**config.mk**
```make
export PLATFORM = sky130hd
export DESIGN_NAME = cry_pattern_detector_flat
export DESIGN_NICKNAME = d
export VERILOG_FILES = /design/src/rtl/cry_pkg.sv /design/src/rtl/cry_pattern_detector_if.sv /design/src/rtl/cry_sat_counter.sv /design/src/rtl/cry_pattern_detector.sv /design/src/flat_wrapper.sv
export SDC_FILE = /design/constraint.sdc
export NUM_CORES = 1
export LEC_CHECK = 0
export ABC_CLOCK_PERIOD_IN_PS = 3150
export BUFFER_PORTS_ARGS = -buffer_cell sky130_fd_sc_hd__buf_2
export CORE_MARGIN = 2
export CORE_UTILIZATION = 52
export CTS_CLUSTER_SIZE = 16
export DETAILED_ROUTE_END_ITERATION = 6
export PLACE_DENSITY = 0.75
export SYNTH_ARGS = -nofsm -noshare
export SYNTH_HDL_FRONTEND = slang
export SYNTH_SLANG_ARGS = --single-unit
export TNS_END_PERCENT = 100
```
**constraint.sdc**
```tcl
create_clock -name clk -period 3.15 [get_ports clk]
set_input_delay 0.63 -clock clk [delete_from_list [all_inputs] [get_ports clk]]
set_output_delay 0.63 -clock clk [all_outputs]
set_load 0.03 [all_outputs]
```
**src/rtl/cry_pkg.sv**
```systemverilog
// Shared defaults and helpers for the serial pattern detector.
package cry_pkg;

  localparam int                     DEF_PAT_LEN    = 3;
  localparam logic [DEF_PAT_LEN-1:0] DEF_PATTERN    = 3'b101;
  localparam int                     DEF_CNT_W      = 8;
  localparam int                     DEF_ALARM_THR  = 4;
  localparam int                     DEF_ALARM_HOLD = 1024;

  // Bits needed to hold the alarm timeout value (at least one).
  function automatic int hold_width(input int hold);
    return (hold < 1) ? 1 : $clog2(hold + 1);
  endfunction

endpackage

```
**src/rtl/cry_pattern_detector_if.sv**
```systemverilog
// Data/status bundle of the pattern detector; master drives data, slave reports matches.
interface cry_pattern_detector_if import cry_pkg::*; #(
  parameter int CNT_W = DEF_CNT_W
) ();

  logic             clr;
  logic             in_valid;
  logic             in;
  logic             out;
  logic             alarm;
  logic [CNT_W-1:0] match_cnt;

  modport master (output clr, in_valid, in, input  out, alarm, match_cnt);
  modport slave  (input  clr, in_valid, in, output out, alarm, match_cnt);

endinterface

```
**src/rtl/cry_sat_counter.sv**
```systemverilog
// Up-counter with synchronous clear that holds at all-ones instead of wrapping.
module cry_sat_counter #(
  parameter int WIDTH = 8
) (
  input  logic             clk,
  input  logic             rstn,
  input  logic             i_clr,
  input  logic             i_inc,
  output logic [WIDTH-1:0] o_cnt,
  output logic             o_sat
);

  logic [WIDTH-1:0] r_cnt;

  assign o_sat = &r_cnt;
  assign o_cnt = r_cnt;

  // NOTE: sequential state uses non-blocking assignments so every flop samples pre-edge values.
  always_ff @(posedge clk or negedge rstn) begin
    if (!rstn) begin
      r_cnt <= '0;
    end else if (i_clr) begin
      r_cnt <= '0;
    end else if (i_inc && !o_sat) begin
      r_cnt <= r_cnt + WIDTH'(1);
    end
  end

endmodule

```
**src/rtl/cry_pattern_detector.sv**
```systemverilog
// Serial bit-pattern detector with match pulse, saturating match counter and sticky alarm.
// Optional alarm auto-clear after ALARM_HOLD quiet cycles: define CRY_ALARM_TIMEOUT_EN.
module cry_pattern_detector import cry_pkg::*; #(
  parameter int                 PAT_LEN    = DEF_PAT_LEN,
  parameter logic [PAT_LEN-1:0] PATTERN    = DEF_PATTERN,
  parameter bit                 OVERLAP    = 1'b1,
  parameter int                 CNT_W      = DEF_CNT_W,
  parameter int                 ALARM_THR  = DEF_ALARM_THR,
  parameter int                 ALARM_HOLD = DEF_ALARM_HOLD
) (
  input logic                   clk,
  input logic                   rstn,
  cry_pattern_detector_if.slave bus
);

  localparam int                FILL_W    = $clog2(PAT_LEN + 1);
  localparam logic [FILL_W-1:0] FILL_FULL = FILL_W'(PAT_LEN);

  logic [PAT_LEN-1:0] r_hist;
  logic [PAT_LEN-1:0] w_hist_nxt;
  logic [FILL_W-1:0]  r_fill;
  logic [FILL_W-1:0]  w_fill_nxt;
  logic               r_out;
  logic               r_alarm;
  logic               w_accept;
  logic               w_match;
  logic               w_alarm_set;
  logic               w_timeout;
  logic               w_cnt_clr;
  logic               w_cnt_sat;
  logic [CNT_W-1:0]   w_cnt;

  // A clear on the same edge wins and discards the offered bit.
  assign w_accept   = bus.in_valid && !bus.clr;
  assign w_hist_nxt = {r_hist[PAT_LEN-2:0], bus.in};
  assign w_fill_nxt = (r_fill == FILL_FULL) ? FILL_FULL : r_fill + FILL_W'(1);
  assign w_match    = w_accept && (w_hist_nxt == PATTERN) && (w_fill_nxt == FILL_FULL);

  // Saturated counter already counts as having passed the threshold.
  assign w_alarm_set = w_match &&
                       (w_cnt_sat || (({1'b0, w_cnt} + (CNT_W+1)'(1)) >= (CNT_W+1)'(ALARM_THR)));
  assign w_cnt_clr   = bus.clr || w_timeout;

  cry_sat_counter #(.WIDTH(CNT_W)) u_match_cnt (
    .clk   (clk),
    .rstn  (rstn),
    .i_clr (w_cnt_clr),
    .i_inc (w_match),
    .o_cnt (w_cnt),
    .o_sat (w_cnt_sat)
  );

  always_ff @(posedge clk or negedge rstn) begin
    if (!rstn) begin
      r_hist  <= '0;
      r_fill  <= '0;
      r_out   <= 1'b0;
      r_alarm <= 1'b0;
    end else if (bus.clr) begin
      r_hist  <= '0;
      r_fill  <= '0;
      r_out   <= 1'b0;
      r_alarm <= 1'b0;
    end else begin
      r_out <= w_match;
      if (w_accept) begin
        r_hist <= w_hist_nxt;
        r_fill <= (w_match && !OVERLAP) ? '0 : w_fill_nxt;
      end
      if (w_alarm_set) begin
        r_alarm <= 1'b1;
      end else if (w_timeout) begin
        r_alarm <= 1'b0;
      end
    end
  end

`ifdef CRY_ALARM_TIMEOUT_EN
  localparam int HOLD_W = hold_width(ALARM_HOLD);

  logic [HOLD_W-1:0] r_hold;

  // Expires on the edge that would take the hold count from 1 to 0.
  assign w_timeout = r_alarm && !w_match && (r_hold <= HOLD_W'(1));

  always_ff @(posedge clk or negedge rstn) begin
    if (!rstn) begin
      r_hold <= '0;
    end else if (bus.clr) begin
      r_hold <= '0;
    end else if (w_match) begin
      r_hold <= HOLD_W'(ALARM_HOLD);
    end else if (r_alarm && (r_hold != '0)) begin
      r_hold <= r_hold - HOLD_W'(1);
    end
  end
`else
  assign w_timeout = 1'b0;
`endif

  assign bus.out       = r_out;
  assign bus.alarm     = r_alarm;
  assign bus.match_cnt = w_cnt;

endmodule

```
**src/flat_wrapper.sv**
```systemverilog
// flat-port wrapper written by rule: the top's interface ports become plain ports
module cry_pattern_detector_flat import cry_pkg::*;
#(
  parameter int                 PAT_LEN    = DEF_PAT_LEN,
  parameter logic [PAT_LEN-1:0] PATTERN    = DEF_PATTERN,
  parameter bit                 OVERLAP    = 1'b1,
  parameter int                 CNT_W      = DEF_CNT_W,
  parameter int                 ALARM_THR  = DEF_ALARM_THR,
  parameter int                 ALARM_HOLD = DEF_ALARM_HOLD
)
  (clk, rstn, bus_clr, bus_in_valid, bus_in, bus_out, bus_alarm, bus_match_cnt);
  cry_pattern_detector_if #(.CNT_W(CNT_W)) bus_i ();
  input logic clk;
  input logic rstn;
  input wire logic [$bits(bus_i.clr)-1:0] bus_clr;
  input wire logic [$bits(bus_i.in_valid)-1:0] bus_in_valid;
  input wire logic [$bits(bus_i.in)-1:0] bus_in;
  output wire logic [$bits(bus_i.out)-1:0] bus_out;
  output wire logic [$bits(bus_i.alarm)-1:0] bus_alarm;
  output wire logic [$bits(bus_i.match_cnt)-1:0] bus_match_cnt;
  assign bus_i.clr = bus_clr;
  assign bus_i.in_valid = bus_in_valid;
  assign bus_i.in = bus_in;
  assign bus_out = bus_i.out;
  assign bus_alarm = bus_i.alarm;
  assign bus_match_cnt = bus_i.match_cnt;
  cry_pattern_detector #(.PAT_LEN(PAT_LEN), .PATTERN(PATTERN), .OVERLAP(OVERLAP), .CNT_W(CNT_W), .ALARM_THR(ALARM_THR), .ALARM_HOLD(ALARM_HOLD)) u_core (.clk(clk), .rstn(rstn), .bus(bus_i));
endmodule
```
==> run summary, run 1 <==
Setup WS pre-CTS - 1170 ps
N_diodes - 0
Final hold viol count - 0
Met1 GRT Util - 24.5%
Critical Path RT - 2520 ps
Vias in the first global route - 579
Hold WC Path Type - in2async
Setup crit start kind - flip-flop
Power density over cell area - 372 nW/um^2
TNS Setup - 0 ps
Fin nets - 97
Post-CTS Setup Bufs - 0
Ports - 15
Worst-path cell chain - buf_2
Crit path capture type - primary output
Slowest Stage Delay on Critical Path - 520 ps
Clk Latency, worst-skew pair - 280 ps
Initial antenna violation count - 0
Max frequency - 589 MHz
CP max-delay cell - dfrtp_1
CP arrival - 1070 ps
CTS Root Cell - clkbuf_4
Slew headroom - 79.7%
# fillers - 140
Post-synthesis sequential area ratio - 44.2%
TritonRoute pass-1 iters - 4
Count of final setup violators - 0
Core box area - 1470 sq um
H-tree depth reported by CTS - 1
CTS clk-pin slew, worst paths - 90 ps
Post-route insts no fill - 106
Drt wl/cell - 14.6 um
Max-slew violation count - 0
Total clock sinks - 14
Post-synth net total - 82
Post-Syn Area - 793 sq um
CTS max path bufs - 2
Netlist cell types - 34
Vias per cell - 6.04
Chip height - 43.1 um
Via count - 640
Period utilization - 53.9%
Critical path type - reg2out
CTS Hold Bufs - 0
Clock skew - 6.85 ps
Die X - 43.1 um
ANT nets after route - 0
Most frequent cells in the layout - buf_2, dfrtp_1, nor2_1, nand2_1
Placer Congestion - 0.900
Yosys Warn Count - 0
Met3 Resource Use GR - 2.55%
Critical path fanouts, max - 9
Num CTS Buffers - 3
Post-Syn Instances - 76
First-pass GRT wire length - 2500 um
Post-CTS sizing - 0
WL final - 1550 um
CTS tree - yes
RSZ-0062 raised after global routing - no
WP buf/inv - 1
Max cap viols - 0
WHS - 220 ps
Slack of the critical path - 1450 ps
GR Util All Layers - 18.1%
Initial Utilization - 53.9%
Area growth from synthesis to layout - 11.2%
DRT iter0 DRCs - 25
Tightest Pin Transition - 304 ps
Share of layout cells above drive strength 1 - 28.9%
Die area - 1850 sq um
GRT busiest layer - met2
#FFs+latches synth - 14
Largest net degree at the start of global routing - 15
Crit path time final - 1700 ps
Leakage - 0.444 nW
Input/output buffers - 14
Grt ovf - 0
Outcome - completed
Grt met2 use - 29.1%
Dpl hpwl - 1120 um
Peak VDD IR - 285 uV
DRC Markers - 0
Syn avg cell area - 10.4 sq um
Rows - 14
Placed cell count - 102
Cell family with most CP delay - flip-flops
==> through the flow <==
stage / total power, mW / util, % / cell area (sq um)
floorplan: 0.197 / - / 793
global placement: 0.204 / 57.5 / 846
detailed placement: 0.204 / 57.5 / 846
CTS: 0.332 / 59.9 / 882
global route: 0.342 / 59.9 / 882
finish: 0.329 / 59.9 / 882
==> synth_stat cells <==
library cell  count  area, sq um
a21oi_1           1         5.00
clkinv_2          1         5.00
a31oi_1           2         12.5
or2b_1            1         7.51
ha_1              1         12.5
a221o_1           3         30.0
mux2_2            1         11.3
nand3_1           4         20.0
and2_4            1         8.76
nor4bb_1          1         10.0
nand2_1           5         18.8
o21ai_0           3         15.0
nand4_4           1         21.3
and4_4            1         11.3
xnor2_1           2         17.5
and3_1            2         12.5
inv_1             1         3.75
buf_6             2         22.5
a21bo_2           1         10.0
nor2_1            5         18.8
nor4_1            1         6.26
nor2b_2           1         8.76
dfrtp_1          14          350
a22o_1            1         8.76
nor3b_1           2         15.0
o21a_1            1         7.51
o211ai_1          2         15.0
a21oi_2           1         8.76
nor3_1            4         20.0
mux2i_1           3         30.0
a311oi_1          1         8.76
nor2b_1           3         18.8
buf_4             2         15.0
and2_1            1         6.26
==> sequential cells by signal, indices dropped and copies added, names as in the netlist <==
signal	flops
u_core.bus.alarm	1
u_core.bus.out	1
u_core.r_fill	2
u_core.u_match_cnt.o_cnt	8
u_core.r_hist	2
==> final timing paths <==
path,from,end,slack [ps],cells past startpoint
worst min register to register,u_core.r_hist[1],u_core.r_hist[1],540,2
worst max-delay path,u_core.u_match_cnt.o_cnt[2],bus_match_cnt[2],1450,1
max in group asynchronous,rstn,u_core.u_match_cnt.o_cnt[0],2690,1
worst max register to register,u_core.u_match_cnt.o_cnt[0],u_core.u_match_cnt.o_cnt[3],1500,4
min in group clk,u_core.r_hist[1],u_core.r_hist[1],540,2
worst min-delay path,rstn,u_core.u_match_cnt.o_cnt[5],220,1
==> power by group <==
part	internal [mW]	total, mW	switching (mW)
Combinational	0.00556	0.0155	0.00994
Sequential	0.183	0.185	0.00230
Clock	0.0703	0.128	0.0579
Total	0.258	0.329	0.0701
==> logic make-up after synthesis <==
logic type | after synthesis | synth area share, %
and+or+nand+nor | 33 | 25.7
AOI/OAI and AO/OA | 16 | 15.3
DFF | 14 | 44.2
buffers and inverters | 6 | 5.83
muxes | 4 | 5.21
xor gates and xnor gates | 2 | 2.21
adders and majority gates | 1 | 1.58
==> routing by layer <==
metal / share of wire (%) / vias up
li1: - / 306
met1: 49 / 314
met2: 45 / 16
met3: 4.8 / 4
met4: 1.3 / 0
met5: 0 / -
==> cell type report <==
class,instances,area (sq um),area share [%]
sequential,14,350,39.7
tap,16,20.0,2.27
timing repair buffer,14,70.1,7.94
clock buffer,4,36.3,4.11
multi-input combinational,56,397,45.0
inverter,2,8.76,0.993
No activity file was read; power rests on OpenSTA's default activity.
==> run 2, diff against run 1 <==
Settings changed: ABC_CLOCK_PERIOD_IN_PS 3150 to 1530, CORE_UTILIZATION 52 to 47, PLACE_DENSITY 0.75 to 0.71.
Clock period 3.15 ns to 1.53 ns, I/O delays scaled along.
==> run summary, run 2 (synthesized netlist as in run 1, its figures left out) <==
Peak VDD IR - 676 uV (+140%)
Most common cell after layout, fill and taps aside - buf_2
Placer Congestion - 0.851 (-5.4%)
Critical Path RT - 1700 ps (-820 ps)
CP arrival - 1620 ps (+550 ps)
Most frequent cells in the layout - buf_2, buf_4, dfrtp_1, dfrtp_2
Rows - 14 (unchanged)
Initial antenna violation count - 0 (unchanged)
Grt ovf - 0 (unchanged)
Vias per cell - 5.90 (-2.3%)
Ports - 15 (unchanged)
CTS clk-pin slew, worst paths - 90 ps (about the same)
N_diodes - 0 (unchanged)
Critical path type - reg2reg
Hold WC Path Type - in2reg
GR Util All Layers - 18.7% (+0.64 points)
Reg2Reg Launch Point - u_core.u_match_cnt.o_cnt[1]
TritonRoute pass-1 iters - 4 (unchanged)
CTS tree - yes
Final hold viol count - 0 (unchanged)
ANT nets after route - 0 (unchanged)
Sequential Area - 358 sq um (+2.1%)
Worst reg2reg setup slack - 80 ps (-1420 ps)
Core box area - 1540 sq um (+4.8%)
Area of the multi-input gates - 407 sq um (+2.5%)
Critical path fanouts, max - 7 (-2)
WHS Path Cells - 3
First-pass GRT wire length - 2670 um (+6.9%)
Total power - 0.691 mW (+110%)
Initial Utilization - 51.5% (-2.5 points)
Total clock sinks - 14 (unchanged)
Clock skew - 6.35 ps (-0.501 ps)
Crit path capture type - flip-flop
FF-to-FF End - u_core.u_match_cnt.o_cnt[5]
Share of layout cells above drive strength 1 - 43.1% (+14 points)
Dpl hpwl - 1250 um (+11%)
Largest register FFs - 8 (unchanged)
Setup crit start kind - flip-flop
Max frequency - 690 MHz
DRT iter0 DRCs - 16 (-36%)
Period utilization - 94.7%
Input/output buffers - 14 (unchanged)
Hold path startpoint - bus_in
Die X - 45.1 um (+4.7%)
CTS Root Cell - clkbuf_4
Largest net degree at the start of global routing - 15 (unchanged)
Fin nets - 109 (+12%)
Area growth from synthesis to layout - 25.1%
WHS Endpoint - u_core.r_hist[0]
Chip height - 45.1 um (+4.7%)
Drt wl/cell - 14.3 um (-2.1%)
Max cap viols - 0 (unchanged)
# fillers - 123 (-12%)
Die area - 2030 sq um (+9.6%)
Outcome - completed
Slew headroom - 79.4% (-0.29 points)
Worst Reg-to-Reg Cells - 4 (unchanged)
Power density over cell area - 696 nW/um^2 (+87%)
Leakage - 0.494 nW (+11%)
H-tree depth reported by CTS - 1 (unchanged)
Vias in the first global route - 602 (+4.0%)
TNS Setup - 0 ps (unchanged)
Count of final setup violators - 0 (unchanged)
Crit path time final - 1450 ps
Clk Latency, worst-skew pair - 280 ps (about the same)
WL final - 1690 um (+9.0%)
Tightest Pin Transition - 309 ps (+4.32 ps)
Num CTS Buffers - 3 (unchanged)
Max-slew violation count - 0 (unchanged)
DRC Markers - 0 (unchanged)
CTS max path bufs - 2 (unchanged)
Via count - 696 (+8.8%)
==> run 2: cell type report <==
class / instances / share of cell area [%]
multi-input cells: 56 / 41.0
inverters: 2 / 0.883
repair buffers: 26 / 16.4
flip-flops and latches: 14 / 36.1
clock buffers: 4 / 3.66
well taps: 16 / 2.02
==> run 2: stage by stage <==
stage          hold WS [ps]  util [%]  instance area [sq um]  worst slack (ps)  std cells
5_1_grt                 327      64.4                    992            -0.536        118
3_3_place_gp            212      59.9                    923              68.7        111
4_1_cts                 303      62.9                    970              61.9        116
3_5_place_dp            215      59.9                    923              31.0        111
2_1_floorplan          10.4         -                    811              -105         76
6_report                298      64.4                    992              80.9        118
==> run 2: timing repair <==
item / CTS / global route
endpoints found under the setup margin: 0 / 3
hold buffers: 1 / 0
buffers inserted: 0 / 2
endpoints found under the hold margin: 14 / 0
gates resized for setup: 0 / 2
==> run 2: per-layer routing <==
metal,vias up,share of wire [%],GRT usage [%]
met5,-,0,0
met2,23,45,28.9
li1,335,-,-
met4,0,2.3,8.82
met3,7,4.3,2.40
met1,331,49,26.1
==> run 2: how the worst max path moves through the flow <==
stage | startpoint | endpoint | slack [ps] | cells after the start
after floorplan | u_core.u_match_cnt.o_cnt[3] | u_core.u_match_cnt.o_cnt[3] | -100 | 6
after global placement | bus_clr | u_core.u_match_cnt.o_cnt[3] | 70 | 6
after detailed placement | bus_clr | u_core.u_match_cnt.o_cnt[5] | 30 | 6
after CTS | u_core.r_hist[0] | u_core.u_match_cnt.o_cnt[5] | 60 | 5
after global routing | u_core.r_hist[0] | u_core.u_match_cnt.o_cnt[7] | -0.5 | 5
final | u_core.u_match_cnt.o_cnt[1] | u_core.u_match_cnt.o_cnt[5] | 80 | 4
==> run 2: critical path, cell delays in order (launching register included) <==
cell     delay [ps]
dfrtp_2         400
ha_2            270
nand4_4         160
and2_4          200
a221o_1         290
==> run 2: report_power, final <==
group	total [mW]	switching [mW]	internal [mW]
Combinational	0.0426	0.0237	0.0189
Clock	0.268	0.123	0.145
Sequential	0.380	0.00463	0.376
